$ cat src/rtl/fifoqueue_param_if.sv
`default_nettype none
// ============================================================================
// Module   : fifoqueue_param_if
// Purpose  : Bundles the request, data and status signals of the
//            fifoqueue_param synchronous FIFO.
// Signals  : enqueue/dequeue/data_in/clear_err  - requests from the producer
//            data_out/out_valid                 - registered read data + strobe
//            empty/full/almost_full/count       - registered occupancy status
//            overflow/underflow                 - sticky error flags
// Modports : master - drives requests, observes data and status
//            slave  - the FIFO itself
// Revision : 1.0 - initial release
// ============================================================================
interface fifoqueue_param_if #(
   parameter int WIDTH     = 32,
   parameter int ADDR_BITS = 3
);
   logic                 enqueue;
   logic                 dequeue;
   logic [WIDTH-1:0]     data_in;
   logic                 clear_err;
   logic [WIDTH-1:0]     data_out;
   logic                 out_valid;
   logic                 empty;
   logic                 full;
   logic                 almost_full;
   logic [ADDR_BITS:0]   count;
   logic                 overflow;
   logic                 underflow;

   modport master (
      output enqueue, dequeue, data_in, clear_err,
      input  data_out, out_valid, empty, full, almost_full, count,
             overflow, underflow
   );

   modport slave (
      input  enqueue, dequeue, data_in, clear_err,
      output data_out, out_valid, empty, full, almost_full, count,
             overflow, underflow
   );
endinterface
`default_nettype wire

$ cat src/rtl/fifoqueue_param.sv
`default_nettype none
// ============================================================================
// Module   : fifoqueue_param
// Purpose  : Single-clock FIFO of 2**ADDR_BITS words using every slot
//            (occupancy kept in an explicit counter), with registered read
//            data, one-cycle out_valid strobe, registered status flags and
//            sticky overflow/underflow error flags.
// Ports    : clock - rising-edge clock
//            reset - asynchronous, active-high reset
//            q     - fifoqueue_param_if.slave (requests, data, status)
// Revision : 1.0 - initial release
// ============================================================================
module fifoqueue_param #(
   parameter int WIDTH       = 32,
   parameter int ADDR_BITS   = 3,
   parameter int AFULL_LEVEL = 6
) (
   input  logic              clock,
   input  logic              reset,
   fifoqueue_param_if.slave  q
);
   localparam int DEPTH = 1 << ADDR_BITS;
   localparam int CW    = ADDR_BITS + 1;
   localparam logic [CW-1:0] c_depth = CW'(DEPTH);
   localparam logic [CW-1:0] c_afull = CW'(AFULL_LEVEL);

   // Storage is deliberately not reset; data_out is only loaded from a slot
   // that was written earlier, so unwritten contents never reach the output.
   logic [WIDTH-1:0]     mem_q [DEPTH];

   logic [ADDR_BITS-1:0] head_q,  head_d;
   logic [ADDR_BITS-1:0] tail_q,  tail_d;
   logic [CW-1:0]        count_q, count_d;
   logic                 empty_q, empty_d;
   logic                 full_q,  full_d;
   logic                 afull_q, afull_d;
   logic                 out_valid_q, out_valid_d;
   logic [WIDTH-1:0]     data_out_q,  data_out_d;
   logic                 overflow_q,  overflow_d;
   logic                 underflow_q, underflow_d;
   logic                 accept_enq;
   logic                 accept_deq;

   always_comb begin
      // Acceptance uses the registered flags of the start of the cycle, so
      // an enqueue at full is refused even when a dequeue frees a slot.
      accept_enq  = q.enqueue & ~full_q;
      accept_deq  = q.dequeue & ~empty_q;

      head_d      = head_q;
      tail_d      = tail_q;
      count_d     = count_q;
      data_out_d  = data_out_q;
      out_valid_d = accept_deq;

      if (accept_enq) begin
         tail_d = tail_q + ADDR_BITS'(1);
      end
      if (accept_deq) begin
         head_d     = head_q + ADDR_BITS'(1);
         data_out_d = mem_q[head_q];
      end

      case ({accept_enq, accept_deq})
         2'b10:   count_d = count_q + CW'(1);
         2'b01:   count_d = count_q - CW'(1);
         default: count_d = count_q;
      endcase

      // Flags are derived from the next count and registered, so they line
      // up with count in every cycle without any path from the requests.
      empty_d = (count_d == '0);
      full_d  = (count_d == c_depth);
      afull_d = (count_d >= c_afull);

      // A new error in the same cycle as clear_err wins over the clear.
      overflow_d  = (q.enqueue & full_q)  | (overflow_q  & ~q.clear_err);
      underflow_d = (q.dequeue & empty_q) | (underflow_q & ~q.clear_err);
   end

   always_ff @(posedge clock or posedge reset) begin
      if (reset) begin
         head_q      <= '0;
         tail_q      <= '0;
         count_q     <= '0;
         empty_q     <= 1'b1;
         full_q      <= 1'b0;
         afull_q     <= 1'b0;
         out_valid_q <= 1'b0;
         data_out_q  <= '0;
         overflow_q  <= 1'b0;
         underflow_q <= 1'b0;
      end else begin
         head_q      <= head_d;
         tail_q      <= tail_d;
         count_q     <= count_d;
         empty_q     <= empty_d;
         full_q      <= full_d;
         afull_q     <= afull_d;
         out_valid_q <= out_valid_d;
         data_out_q  <= data_out_d;
         overflow_q  <= overflow_d;
         underflow_q <= underflow_d;
      end
   end

   always_ff @(posedge clock) begin
      if (accept_enq) begin
         mem_q[tail_q] <= q.data_in;
      end
   end

   assign q.data_out    = data_out_q;
   assign q.out_valid   = out_valid_q;
   assign q.empty       = empty_q;
   assign q.full        = full_q;
   assign q.almost_full = afull_q;
   assign q.count       = count_q;
   assign q.overflow    = overflow_q;
   assign q.underflow   = underflow_q;
endmodule
`default_nettype wire

$ cat src/flat_wrapper.sv
// flat-port wrapper written by rule: the top's interface ports become plain ports
module fifoqueue_param_flat 
#(
   parameter int WIDTH       = 32,
   parameter int ADDR_BITS   = 3,
   parameter int AFULL_LEVEL = 6
)
  (clock, reset, q_enqueue, q_dequeue, q_data_in, q_clear_err, q_data_out, q_out_valid, q_empty, q_full, q_almost_full, q_count, q_overflow, q_underflow);
  fifoqueue_param_if #(.WIDTH(WIDTH), .ADDR_BITS(ADDR_BITS)) q_i ();
  input  logic clock;
  input  logic reset;
  input wire logic [$bits(q_i.enqueue)-1:0] q_enqueue;
  input wire logic [$bits(q_i.dequeue)-1:0] q_dequeue;
  input wire logic [$bits(q_i.data_in)-1:0] q_data_in;
  input wire logic [$bits(q_i.clear_err)-1:0] q_clear_err;
  output wire logic [$bits(q_i.data_out)-1:0] q_data_out;
  output wire logic [$bits(q_i.out_valid)-1:0] q_out_valid;
  output wire logic [$bits(q_i.empty)-1:0] q_empty;
  output wire logic [$bits(q_i.full)-1:0] q_full;
  output wire logic [$bits(q_i.almost_full)-1:0] q_almost_full;
  output wire logic [$bits(q_i.count)-1:0] q_count;
  output wire logic [$bits(q_i.overflow)-1:0] q_overflow;
  output wire logic [$bits(q_i.underflow)-1:0] q_underflow;
  assign q_i.enqueue = q_enqueue;
  assign q_i.dequeue = q_dequeue;
  assign q_i.data_in = q_data_in;
  assign q_i.clear_err = q_clear_err;
  assign q_data_out = q_i.data_out;
  assign q_out_valid = q_i.out_valid;
  assign q_empty = q_i.empty;
  assign q_full = q_i.full;
  assign q_almost_full = q_i.almost_full;
  assign q_count = q_i.count;
  assign q_overflow = q_i.overflow;
  assign q_underflow = q_i.underflow;
  fifoqueue_param #(.WIDTH(WIDTH), .ADDR_BITS(ADDR_BITS), .AFULL_LEVEL(AFULL_LEVEL)) u_core (.clock(clock), .reset(reset), .q(q_i));
endmodule
$ cat config.mk
export PLATFORM = sky130hd
export DESIGN_NAME = fifoqueue_param_flat
export DESIGN_NICKNAME = d
export VERILOG_FILES = /design/src/rtl/fifoqueue_param_if.sv /design/src/rtl/fifoqueue_param.sv /design/src/flat_wrapper.sv
export SDC_FILE = /design/constraint.sdc
export NUM_CORES = 1
export LEC_CHECK = 0
export CORE_MARGIN = 5
export CORE_UTILIZATION = 63
export DETAILED_ROUTE_END_ITERATION = 8
export PLACE_DENSITY = 0.84
export SLEW_MARGIN = 30
export SYNTH_ARGS = -nofsm -noshare
export SYNTH_HDL_FRONTEND = slang
export SYNTH_SLANG_ARGS = --single-unit
$ cat constraint.sdc
create_clock -name clock -period 5.5 [get_ports clock]
set_input_delay 1.1 -clock clock [delete_from_list [all_inputs] [get_ports clock]]
set_output_delay 1.1 -clock clock [all_outputs]
set_load 0.01 [all_outputs]
## Word-level counts from Yosys, hierarchy flattened

Memories as Yosys holds them, arrays and structs flattened. A register that Yosys moved wholly into a read port is not among the register bits.
Cells that the tools add are included.

- Register bits after elaboration: 16
- Memories: 1
- Logic and storage cells: 33
- Output and inout port bits: 42
- RAM bits: 256

- Equality and inequality tests: 3
- Bitwise logic cells: 11
- Mux-type cells: 3
- Order comparisons: 1
- Reductions and logical operators: 1
- Add/sub/neg operators: 4

Memory list:

| memory | depth | width | read ports | clocked after Yosys merged registers in | wr ports | line | text |
|---|---|---|---|---|---|---|---|
| u_core.mem_q | 8 | 32 | 1 | 1 | 1 | fifoqueue_param.sv:29 | `logic [WIDTH-1:0] mem_q [DEPTH];` |

Operator list:

| cell | count |
|---|---|
| $pmux W4 S2 | 1 |
| $add A3 B1 Y3 const B | 2 |
| $and A1 B1 Y1 | 6 |
| $add A4 B1 Y4 const B | 1 |
| $eq A4 B4 Y1 const B | 1 |
| $ge A4 B3 Y1 const B | 1 |
| $logic_not A4 Y1 | 1 |
| $sub A4 B1 Y4 const B | 1 |
| $not A1 Y1 | 3 |
| $eq A2 B1 Y1 const B | 1 |
| $eq A2 B2 Y1 const B | 1 |
| $mux W1 | 2 |
| $or A1 B1 Y1 | 2 |

## Logic depth before layout (Yosys ltp)

Gate-level depths: netlist of run 1.

- Word-level depth: 5
- Gate-level depth with buffers: 11

## Worst setup path after synthesis of run 1

OpenSTA, ideal clock, no wires.

- Path type: in2reg
- Start: input q_enqueue
- End: memory u_core.mem_q[0][0] (enable)
- Stages on the path: 3
- Path buffers: 0
- Setup slack: 1.249 ns
- Arrival time: 3.790 ns
- Required time: 5.039 ns
- Cell sequence: nor2b_1 -> nand2b_1 -> nor3_1

- Cells in the longest elaborated chain, start to end: 3

Ends and longest elaborated chain:

| what | line | text |
|---|---|---|
| from (decl) | flat_wrapper.sv:12 | `input wire logic [$bits(q_i.enqueue)-1:0] q_enqueue;` |
| $and A1 B1 Y1 | fifoqueue_param.sv:47 | `accept_enq = q.enqueue & ~full_q;` |
| $mux W1 | fifoqueue_param.sv:108 | `if (accept_enq) begin` |
| $mux W1 (implied by the code) | fifoqueue_param.sv:109 | `mem_q[tail_q] <= q.data_in;` |
| to (decl) | fifoqueue_param.sv:29 |  |

No other way between the ends.

## Worst setup path in the final report of run 1

- Start: input q_enqueue
- End: register u_core.full_q, in the netlist u_core.q.full

- Cells in the longest elaborated chain, start to end: 4
- Elaborated cells on any way between the ends: 5

Ends and longest elaborated chain:

| what | line | text |
|---|---|---|
| $and A1 B1 Y1 * | fifoqueue_param.sv:47 |  |
| $eq A2 B1 Y1 / $eq A2 B2 Y1 (equally long branches) | fifoqueue_param.sv:64 | `case ({accept_enq, accept_deq})` |
| $pmux W4 S2 * | fifoqueue_param.sv:64 |  |
| via u_core.count_d[2] | fifoqueue_param.sv:33 | `logic [CW-1:0] count_q, count_d;` |
| $eq A4 B4 Y1 * | fifoqueue_param.sv:73 | `full_d = (count_d == c_depth);` |
| via u_core.full_d | fifoqueue_param.sv:35 | `logic full_q, full_d;` |
| to (signal assigned) | fifoqueue_param.sv:98 | `full_q <= full_d;` |
| to (decl) | fifoqueue_param.sv:35 |  |

Mark *: on every way through the listed nets, which the timed path passes. The rest lies on a longest branch.
A chain may end at the register's enable or synchronous reset.

==> results of run 1 <==
## layout by cell type, fill, tap and decap left out, drive strengths merged
cell / instances
mux2i: 32
o21ai: 35
bufinv: 6
inv: 6
nor2b: 1
clkbuf: 35
mux2: 2
mux4: 64
dfrtp: 47
clkdlybuf4s50: 78
a21oi: 2
nand2b: 6
a211oi: 2
xor2: 4
o21bai: 1
nand3: 1
nor2: 9
dfstp: 1
a21o: 1
buf: 13
nand3b: 1
ha: 5
o41ai: 1
edfxtp: 256
o21a: 1
nand4b: 1
xnor2: 5
nor3b: 1
nand2: 42
clkinv: 11
nor3: 3
## worst max path at each step
stage,startpoint,slack (ns),end,depth (start not counted)
floorplan,q_enqueue,1.25,u_core.mem_q[0][0],3
finish,q_enqueue,2.18,u_core.q.full,11
global placement,q_enqueue,1.87,u_core.mem_q[2][24],4
detailed placement,q_enqueue,1.73,u_core.q.full,11
CTS,q_enqueue,2.22,u_core.q.full,11
global route,q_enqueue,2.05,u_core.q.almost_full,11
## per-layer routing
layer / track usage [%] / share of wire, % / vias to the layer above
li1: - / - / 2415
met1: 29.3 / 39 / 2870
met2: 37.5 / 53 / 206
met3: 3.55 / 5.8 / 31
met4: 5.41 / 1.8 / 0
met5: 0 / 0 / -
## metrics by stage
stage | cell area [um2] | setup slack [ns]
floorplan | 11500 | 1.25
global placement | 12600 | 1.87
detailed placement | 12700 | 1.73
CTS | 13700 | 2.22
global route | 13700 | 2.05
finish | 13700 | 2.18
## logic make-up after synthesis
logic type,after synthesis,share of synthesized area [%]
XOR/XNOR,9,0.683
flip-flops,304,77.1
adder cells (fa/ha/maj),5,0.542
AO/OA/AOI/OAI,43,2.17
buffers and inverters,32,1.62
multiplexers,98,15.5
AND/OR/NAND/NOR,65,2.46
## state kept, by name, indices dropped and copies added, names as in the netlist, 3 cells and up
register           flops
u_core.head_q          3
u_core.mem_q         256
u_core.q.count         4
u_core.q.data_out     32
u_core.tail_q          3
## critical path, stage by stage
cell             delay [ns]
clkdlybuf4s50_1        0.47
nor2b_1                0.45
inv_1                  0.16
ha_1                   0.29
xor2_1                 0.19
ha_1                   0.21
a21oi_1                0.14
xor2_1                 0.16
nor2_1                 0.07
xor2_1                 0.37
nor3b_2                0.11
## power breakdown
group	leakage, nW	switching (W)	total [W]	internal (W)
Combinational	1.28	0.00102	0.00214	0.00111
Clock	0.484	0.000828	0.00208	0.00125
Sequential	2.90	0.000372	0.00338	0.00301
Total	4.67	0.00223	0.00760	0.00538
## final cells by class
type	count	share of cell area [%]
flip-flops and latches	304	64.9
multi-input cells	220	18.4
repair buffers	91	7.28
clock buffers	35	5.53
well taps	229	2.09
clock inverters	17	1.66
inverters	6	0.182
==> impl_metrics.yaml, run 1 <==
worst_hold_path:
  min_to: "u_core.q.data_out[22]"
  hp-start: "u_core.q.data_out[22]"
  min_path_cells: 2
  min_path_type: "reg2reg"
synth:
  synthCells: 556
  ys_types: 32
  syn-cell-area_um2: 11500
  async_flop_share_pct: 15.8
  ys_warn_count: 0
  syn_avg_cell_area_um2: 20.7
  yosysSeqAreaShare_pct: 77.1
  synth_top_area_share_pct: 66.6
  synth_edf_count: 256
  yosysMostFrequentCell: "edfxtp_1"
  synth.area.top_cells: "edfxtp_1 (67%), mux4_2 (12%), dfrtp_1 (10%), mux2i_1 (2.8%), o21ai_1 (1.4%)"
  synth_commonest_cells: "edfxtp_1 (256), mux4_2 (64), dfrtp_1 (47), nand2_1 (42), o21ai_1 (33)"
  ys.flop_type: "edfxtp_1"
  synthesis.nets: 598
  synth_area_leader_cell: "edfxtp_1"
  ys_seq_elements: 304
outcome:
  status: "complete, no violations"
route:
  vias: 5522
  wl_per_cell_um: 25.5
  vias_per_cell: 6.12
  first_iter_violations: 371
  firstDrtPassIters: 5
  ant_nets: 0
  finalWirelength_mm: 23.0
  drc: 0
floorplanning:
  initial_core_util_pct: 64.0
  io_pins: 79
  die_width_um: 145
  die_h_um: 145
  die-area_um2: 21100
  fp-row-count: 49
  core_um2: 18000
pwr:
  peakVddDrop_v: 0.000644
  powerDensity_nw_per_um2: 554
  p_leak_nw: 4.67
  power_w: 0.00760
timing:
  fin_crit_sh_pct: 60.4
  finalCriticalPeriod_ns: 3.32
  rsz0062_at_grt: "false"
  setup_viol: 0
  fmax_ghz: 0.301
  slew_viol_final: 0
  hold_viol_final: 0
  fin_skew_ns: 0.0134
  worst_hold_slack_ns: 0.483
  worst_pin_slew_ns: 0.949
  tns_ns: 0
  relSlewSlack_pct: 36.7
placement:
  gp_congestion: 0.724
  placed_cells: 848
  port_buffers: 78
  dp_hpwl_mm: 12.3
layout:
  areaGrowthSynthToFinish_pct: 18.9
  multi_input_area_um2: 2520
  fin_cells: 902
  drive_gt1_share_pct: 20.7
  finalNetCount: 693
  antenna_cells: 0
  regArea_um2: 8900
  n_fill_cell: 950
  utilization_pct: 76.1
global_route:
  overflow: 0
  grt_max_degree: 67
  antenna_found_initial: 0
  grt_pass1_vias: 6003
  grt_pass1_wl_mm: 35.2
  groute.usage.overall_pct: 21.6
setup_path:
  cp-start-kind: "input pin"
  ff2ff_path_depth: 10
  regToRegSetupSlack_ns: 2.82
  crit_fanout: 6
  path_class: "in2reg"
  endpoint_kind: "flip-flop"
  critical_path_required_ns: 5.90
  r2r-end: "u_core.q.full"
  timing.rr.start: "u_core.q.full"
  arrival_ns: 3.73
clock_network:
  clk_pin_slew_ns: 0.06
  cts-root-buf: "clkbuf_16"
  cts_post_setup_buffers_inserted: 0
  cts_tree: "yes"
  clock_latency_ns: 0.54
  cts_resized: 0
  cts.sink_count: 304
  cts_max_path_buffers: 3
  h-tree-depth: 1
  holdBufCountCts: 0
  cts_made_buffers: 28
run:
  drv_cap: 0
Power figures use the tool's default switching activity.
==> inputs of run 2 (changes only) <==
CORE_UTILIZATION = 58   (was 63)
PLACE_DENSITY = 0.79   (was 0.84)
clock period = 3.45 ns   (was 5.5 ns; I/O delays follow)
==> run 2 against run 1 <==
Count of clock-buffer cells in the layout down 1. Wire length down 2.6%. Global-route usage down 1.1 points. Largest cell class unchanged. Clock power up 40%. Cell count up 5.4%. Utilization down 6.2 points. Sequential power up 57%. Highest routed layer unchanged.
==> impl_metrics.yaml, run 2 (same netlist as run 1, synthesis figures left out) <==
timing:
  relSlewSlack_pct: 46.9
  setup_viol: 0
  tns_ns: 0
  hold_viol_final: 0
  fmax_ghz: 0.387
  fin_crit_sh_pct: 75.0
  worst_hold_slack_ns: 0.485
  finalCriticalPeriod_ns: 2.59
  worst_pin_slew_ns: 0.796
  slew_viol_final: 0
  rsz0062_at_grt: "false"
  fin_skew_ns: 0.0195
  worst_slack_ns: 0.863
setup_path:
  ff2ff_path_depth: 10
  worstPathCellList: "clkdlybuf4s50_1 -> nor2b_1 -> inv_1 -> ha_1 -> xor2_1 -> ha_1 -> a21oi_1 -> xor2_1 -> nor2_1 -> xor2_1 -> nor3b_2"
  critPathBufInv: 2
  crit_path_end: "u_core.q.full"
  crit_cells: 11
  crit_path_frequent_cell: "xor2_1"
  crit_family: "XOR/XNOR gates"
  cpMaxStageDelayCell: "clkdlybuf4s50_1"
  cp-startpoint: "q_enqueue"
  slowest_delay_ns: 0.48
  critical_path_required_ns: 3.84
  timing.rr.start: "u_core.q.empty"
  arrival_ns: 2.98
  regToRegSetupSlack_ns: 1.02
  r2r-end: "u_core.q.full"
  crit_fanout: 4
  path_class: "in2reg"
  endpoint_kind: "flip-flop"
  cp-start-kind: "input pin"
route:
  drc: 0
  finalWirelength_mm: 22.4
  ant_nets: 0
  vias_per_cell: 5.88
  wl_per_cell_um: 23.5
  first_iter_violations: 458
  vias: 5594
  firstDrtPassIters: 5
global_route:
  grt_pass1_vias: 6004
  overflow: 0
  groute.usage.overall_pct: 20.5
  antenna_found_initial: 0
  grt_pass1_wl_mm: 35.1
  grt_max_degree: 67
pwr:
  peakVddDrop_v: 0.000462
  p_leak_nw: 4.65
  powerDensity_nw_per_um2: 856
clock_network:
  h-tree-depth: 1
  cts_max_path_buffers: 3
  cts_tree: "yes"
  cts_post_setup_buffers_inserted: 0
  holdBufCountCts: 0
  cts-root-buf: "clkbuf_16"
  cts_resized: 0
  cts_made_buffers: 29
  cts.sink_count: 304
  clk_pin_slew_ns: 0.06
  clock_latency_ns: 0.54
layout:
  antenna_cells: 0
  n_fill_cell: 1187
  layout_commonest_cell: "edfxtp_1"
  regArea_um2: 8900
  multi_input_area_um2: 2530
  largest_register_ffs: 256
  areaGrowthSynthToFinish_pct: 18.2
  layout_common_cells: "edfxtp_1 (256), clkdlybuf4s50_1 (78), mux4_2 (64), dfrtp_1 (44), nand2_1 (42)"
  finalNetCount: 705
  drive_gt1_share_pct: 21.9
  regMostFlops: "u_core.mem_q"
worst_hold_path:
  hp-start: "u_core.q.data_out[24]"
  min_path_type: "reg2reg"
floorplanning:
  die_h_um: 151
  core_um2: 19500
  fp-row-count: 51
  die-area_um2: 22800
  die_width_um: 151
  initial_core_util_pct: 59.1
  io_pins: 79
placement:
  port_buffers: 78
  dp_hpwl_mm: 13.0
  gp_congestion: 0.764
  post-place-ws_ns: 0.378
run:
  drv_cap: 0
outcome:
  status: "complete, no violations"
run 2: where the power goes:
group | internal (W) | leakage [nW] | total (W) | switching, W
sequential | 0.00480 | 2.90 | 0.00531 | 0.000509
combinational | 0.00177 | 1.31 | 0.00344 | 0.00168
clock | 0.00162 | 0.430 | 0.00292 | 0.00131
run 2: tightest hold or removal path, cell delays in order (launching register included):
cell and delay (ns):
dfrtp_1 0.34, nand2_1 0.05, o21ai_1 0.06
run 2: area by class of cell:
| type | instances | share of cell area (%) |
|---|---|---|
| Sequential cell | 304 | 65.2 |
| Clock inverter | 20 | 0.918 |
| Clock buffer | 34 | 5.46 |
| Multi-Input combinational cell | 220 | 18.6 |
| Timing Repair Buffer | 102 | 7.23 |
| Tap cell | 265 | 2.43 |
| Inverter | 6 | 0.165 |
run 2: worst min path at each step:
stage,end,slack [ns],depth (start not counted)
2_1_floorplan,u_core.tail_q[0],0.48,1
3_3_place_gp,u_core.q.data_out[10],0.47,2
3_5_place_dp,u_core.q.data_out[24],0.48,2
4_1_cts,u_core.q.data_out[24],0.49,2
5_1_grt,u_core.q.data_out[1],0.52,2
6_report,u_core.q.data_out[24],0.49,2
run 2: metal layers:
| layer | part of all wire (%) | up-vias | track usage [%] | wire length, um |
|---|---|---|---|---|
| met1 | 41 | 2931 | 28.5 | 9200 |
| met5 | 0 | - | 0 | 0 |
| met2 | 51 | 186 | 34.9 | 11500 |
| met3 | 5.1 | 41 | 2.84 | 1140 |
| met4 | 2.4 | 0 | 5.71 | 529 |
| li1 | - | 2436 | - | - |
run 2: stage by stage:
stage / power, W / utilization, % / area [um2] / cells
CTS: 0.0118 / 69.8 / 13600 / 951
detailed placement: 0.00883 / 65.4 / 12800 / 897
global route: 0.0123 / 69.8 / 13600 / 951
floorplan: 0.00752 / - / 11500 / 556
finish: 0.0117 / 69.8 / 13600 / 951
global placement: 0.00868 / 65.4 / 12800 / 897
==> inputs of run 3 (changes only) <==
CORE_UTILIZATION = 53   (was 58)
PLACE_DENSITY = 0.76   (was 0.79)
clock period = 2.3 ns   (was 3.45 ns; I/O delays follow)
==> run 3 against run 2 <==
Utilization decreased by 5.1 points. Highest routed layer unchanged. Hold slack got worse by 0.25 ns. Final area increased by 2.6%. Critical endpoint unchanged. Global-route usage decreased by 2.4 points. Sequential share of layout area decreased by 1.7 points.
==> impl_metrics.yaml, run 3 (same netlist as run 1, synthesis figures left out) <==
outcome:
  status: "complete, no violations"
global_route:
  grt_pass1_wl_mm: 34.3
  grt_max_degree: 67
  antenna_found_initial: 0
  overflow: 0
  groute.usage.overall_pct: 18.2
  grt_pass1_vias: 5927
route:
  finalWirelength_mm: 21.4
  vias_per_cell: 5.60
  ant_nets: 0
  first_iter_violations: 386
  firstDrtPassIters: 4
  wl_per_cell_um: 21.9
  vias: 5491
  drc: 0
clock_network:
  cts_post_setup_buffers_inserted: 0
  clk_pin_slew_ns: 0.06
  cts_max_path_buffers: 3
  cts-root-buf: "clkbuf_16"
  cts.sink_count: 304
  h-tree-depth: 1
  clock_latency_ns: 0.54
  cts_made_buffers: 29
  cts_tree: "yes"
worst_hold_path:
  min_path_type: "in2async"
timing:
  hold_viol_final: 0
  slew_viol_final: 0
  setup_viol: 0
  fmax_ghz: 0.458
  finalCriticalPeriod_ns: 2.18
  fin_skew_ns: 0.0167
  relSlewSlack_pct: 51.9
  worst_pin_slew_ns: 0.722
  rsz0062_at_grt: "false"
  fin_crit_sh_pct: 95.0
placement:
  gp_congestion: 0.741
  dp_hpwl_mm: 12.9
  port_buffers: 78
pwr:
  peakVddDrop_v: 0.000889
  power_w: 0.0180
  powerDensity_nw_per_um2: 1290
  p_leak_nw: 4.79
layout:
  finalNetCount: 720
  largest_register_ffs: 256
  layout_commonest_cell: "edfxtp_1"
  layout_common_cells: "edfxtp_1 (256), clkdlybuf4s50_1 (78), mux4_2 (64), dfrtp_1 (44), nand2_1 (42)"
  regMostFlops: "u_core.mem_q"
  antenna_cells: 0
  areaGrowthSynthToFinish_pct: 21.3
  utilization_pct: 64.7
  drive_gt1_share_pct: 24.9
run:
  drv_cap: 0
floorplanning:
  io_pins: 79
  die_h_um: 158
  initial_core_util_pct: 53.4
  die-area_um2: 24800
  die_width_um: 158
  fp-row-count: 54
  core_um2: 21600
setup_path:
  cp-start-kind: "flip-flop"
  path_class: "reg2reg"
  crit_family: "simple AND/OR/NAND/NOR gates"
  crit_cells: 9
  critical_path_required_ns: 2.76
  arrival_ns: 2.64
  ff2ff_path_depth: 9
  slowest_delay_ns: 0.57
  endpoint_kind: "flip-flop"
  cpMaxStageDelayCell: "dfstp_2"
  worstPathCellList: "nand2b_4 -> inv_1 -> buf_4 -> ha_2 -> nand3b_1 -> a211oi_2 -> nor3_1 -> o41ai_2 -> nor3b_2"
  crit_fanout: 5
  critPathBufInv: 2
## run 3: stage by stage
step | setup TNS [ns] | hold slack, ns | cells | area, um2 | setup slack [ns]
CTS | 0 | 0.221 | 980 | 14000 | 0.0432
finish | 0 | 0.231 | 980 | 14000 | 0.115
global route | 0 | 0.239 | 980 | 14000 | 0.00535
global placement | -4.05 | 0.467 | 927 | 13000 | -0.322
detailed placement | -8.83 | 0.475 | 927 | 13000 | -0.448
floorplan | -108.79 | 0.480 | 556 | 11600 | -0.457
## run 3: what timing repair did
| item | CTS | global route |
|---|---|---|
| endpoints found under the setup margin | 0 | 3 |
| hold buffers | 0 | 0 |
| resized for setup | 0 | 2 |
| hold endpoints to repair | 0 | 0 |
## run 3: layout make-up
| class | count | area [um2] |
|---|---|---|
| fillers | 1400 | 7630 |
| flip-flops and latches | 304 | 8900 |
| inverters | 6 | 22.5 |
| multi-input cells | 220 | 2550 |
| repair buffers | 117 | 1220 |
| clock inverters | 19 | 185 |
| well taps | 280 | 350 |
| clock buffers | 34 | 764 |
## run 3: worst paths after layout
kind                                      start                    end  slack [ns]
setup / recovery                 u_core.q.empty          u_core.q.full        0.12
hold / removal                            reset   u_core.q.data_out[8]        0.23
setup reg to reg                 u_core.q.empty          u_core.q.full        0.12
hold reg to reg            u_core.q.data_out[5]   u_core.q.data_out[5]        0.48
max in group asynchronous                 reset  u_core.q.data_out[29]        1.54
min in group clock         u_core.q.data_out[5]   u_core.q.data_out[5]        0.48
## run 3: worst reg2reg max path, cell delays in order, from the launching register on
cell,delay (ns)
dfstp_2,0.57
nand2b_4,0.14
inv_1,0.06
buf_4,0.14
ha_2,0.19
nand3b_1,0.18
a211oi_2,0.30
nor3_1,0.12
o41ai_2,0.20
nor3b_2,0.21
## run 3: metal layers
metal  vias up  part of all wire (%)  global-route usage [%]
li1       2470                     -                       -
met3        30                   5.6                    3.22
met5         -                     0                       0
met4         0                   1.6                    4.38
met1      2843                    42                    25.8
met2       148                    51                    29.9
## run 3: where the power goes
part	switching, W	internal [W]	total [W]
registers	0.000566	0.00720	0.00776
logic	0.00270	0.00287	0.00557
clock network	0.00195	0.00272	0.00467
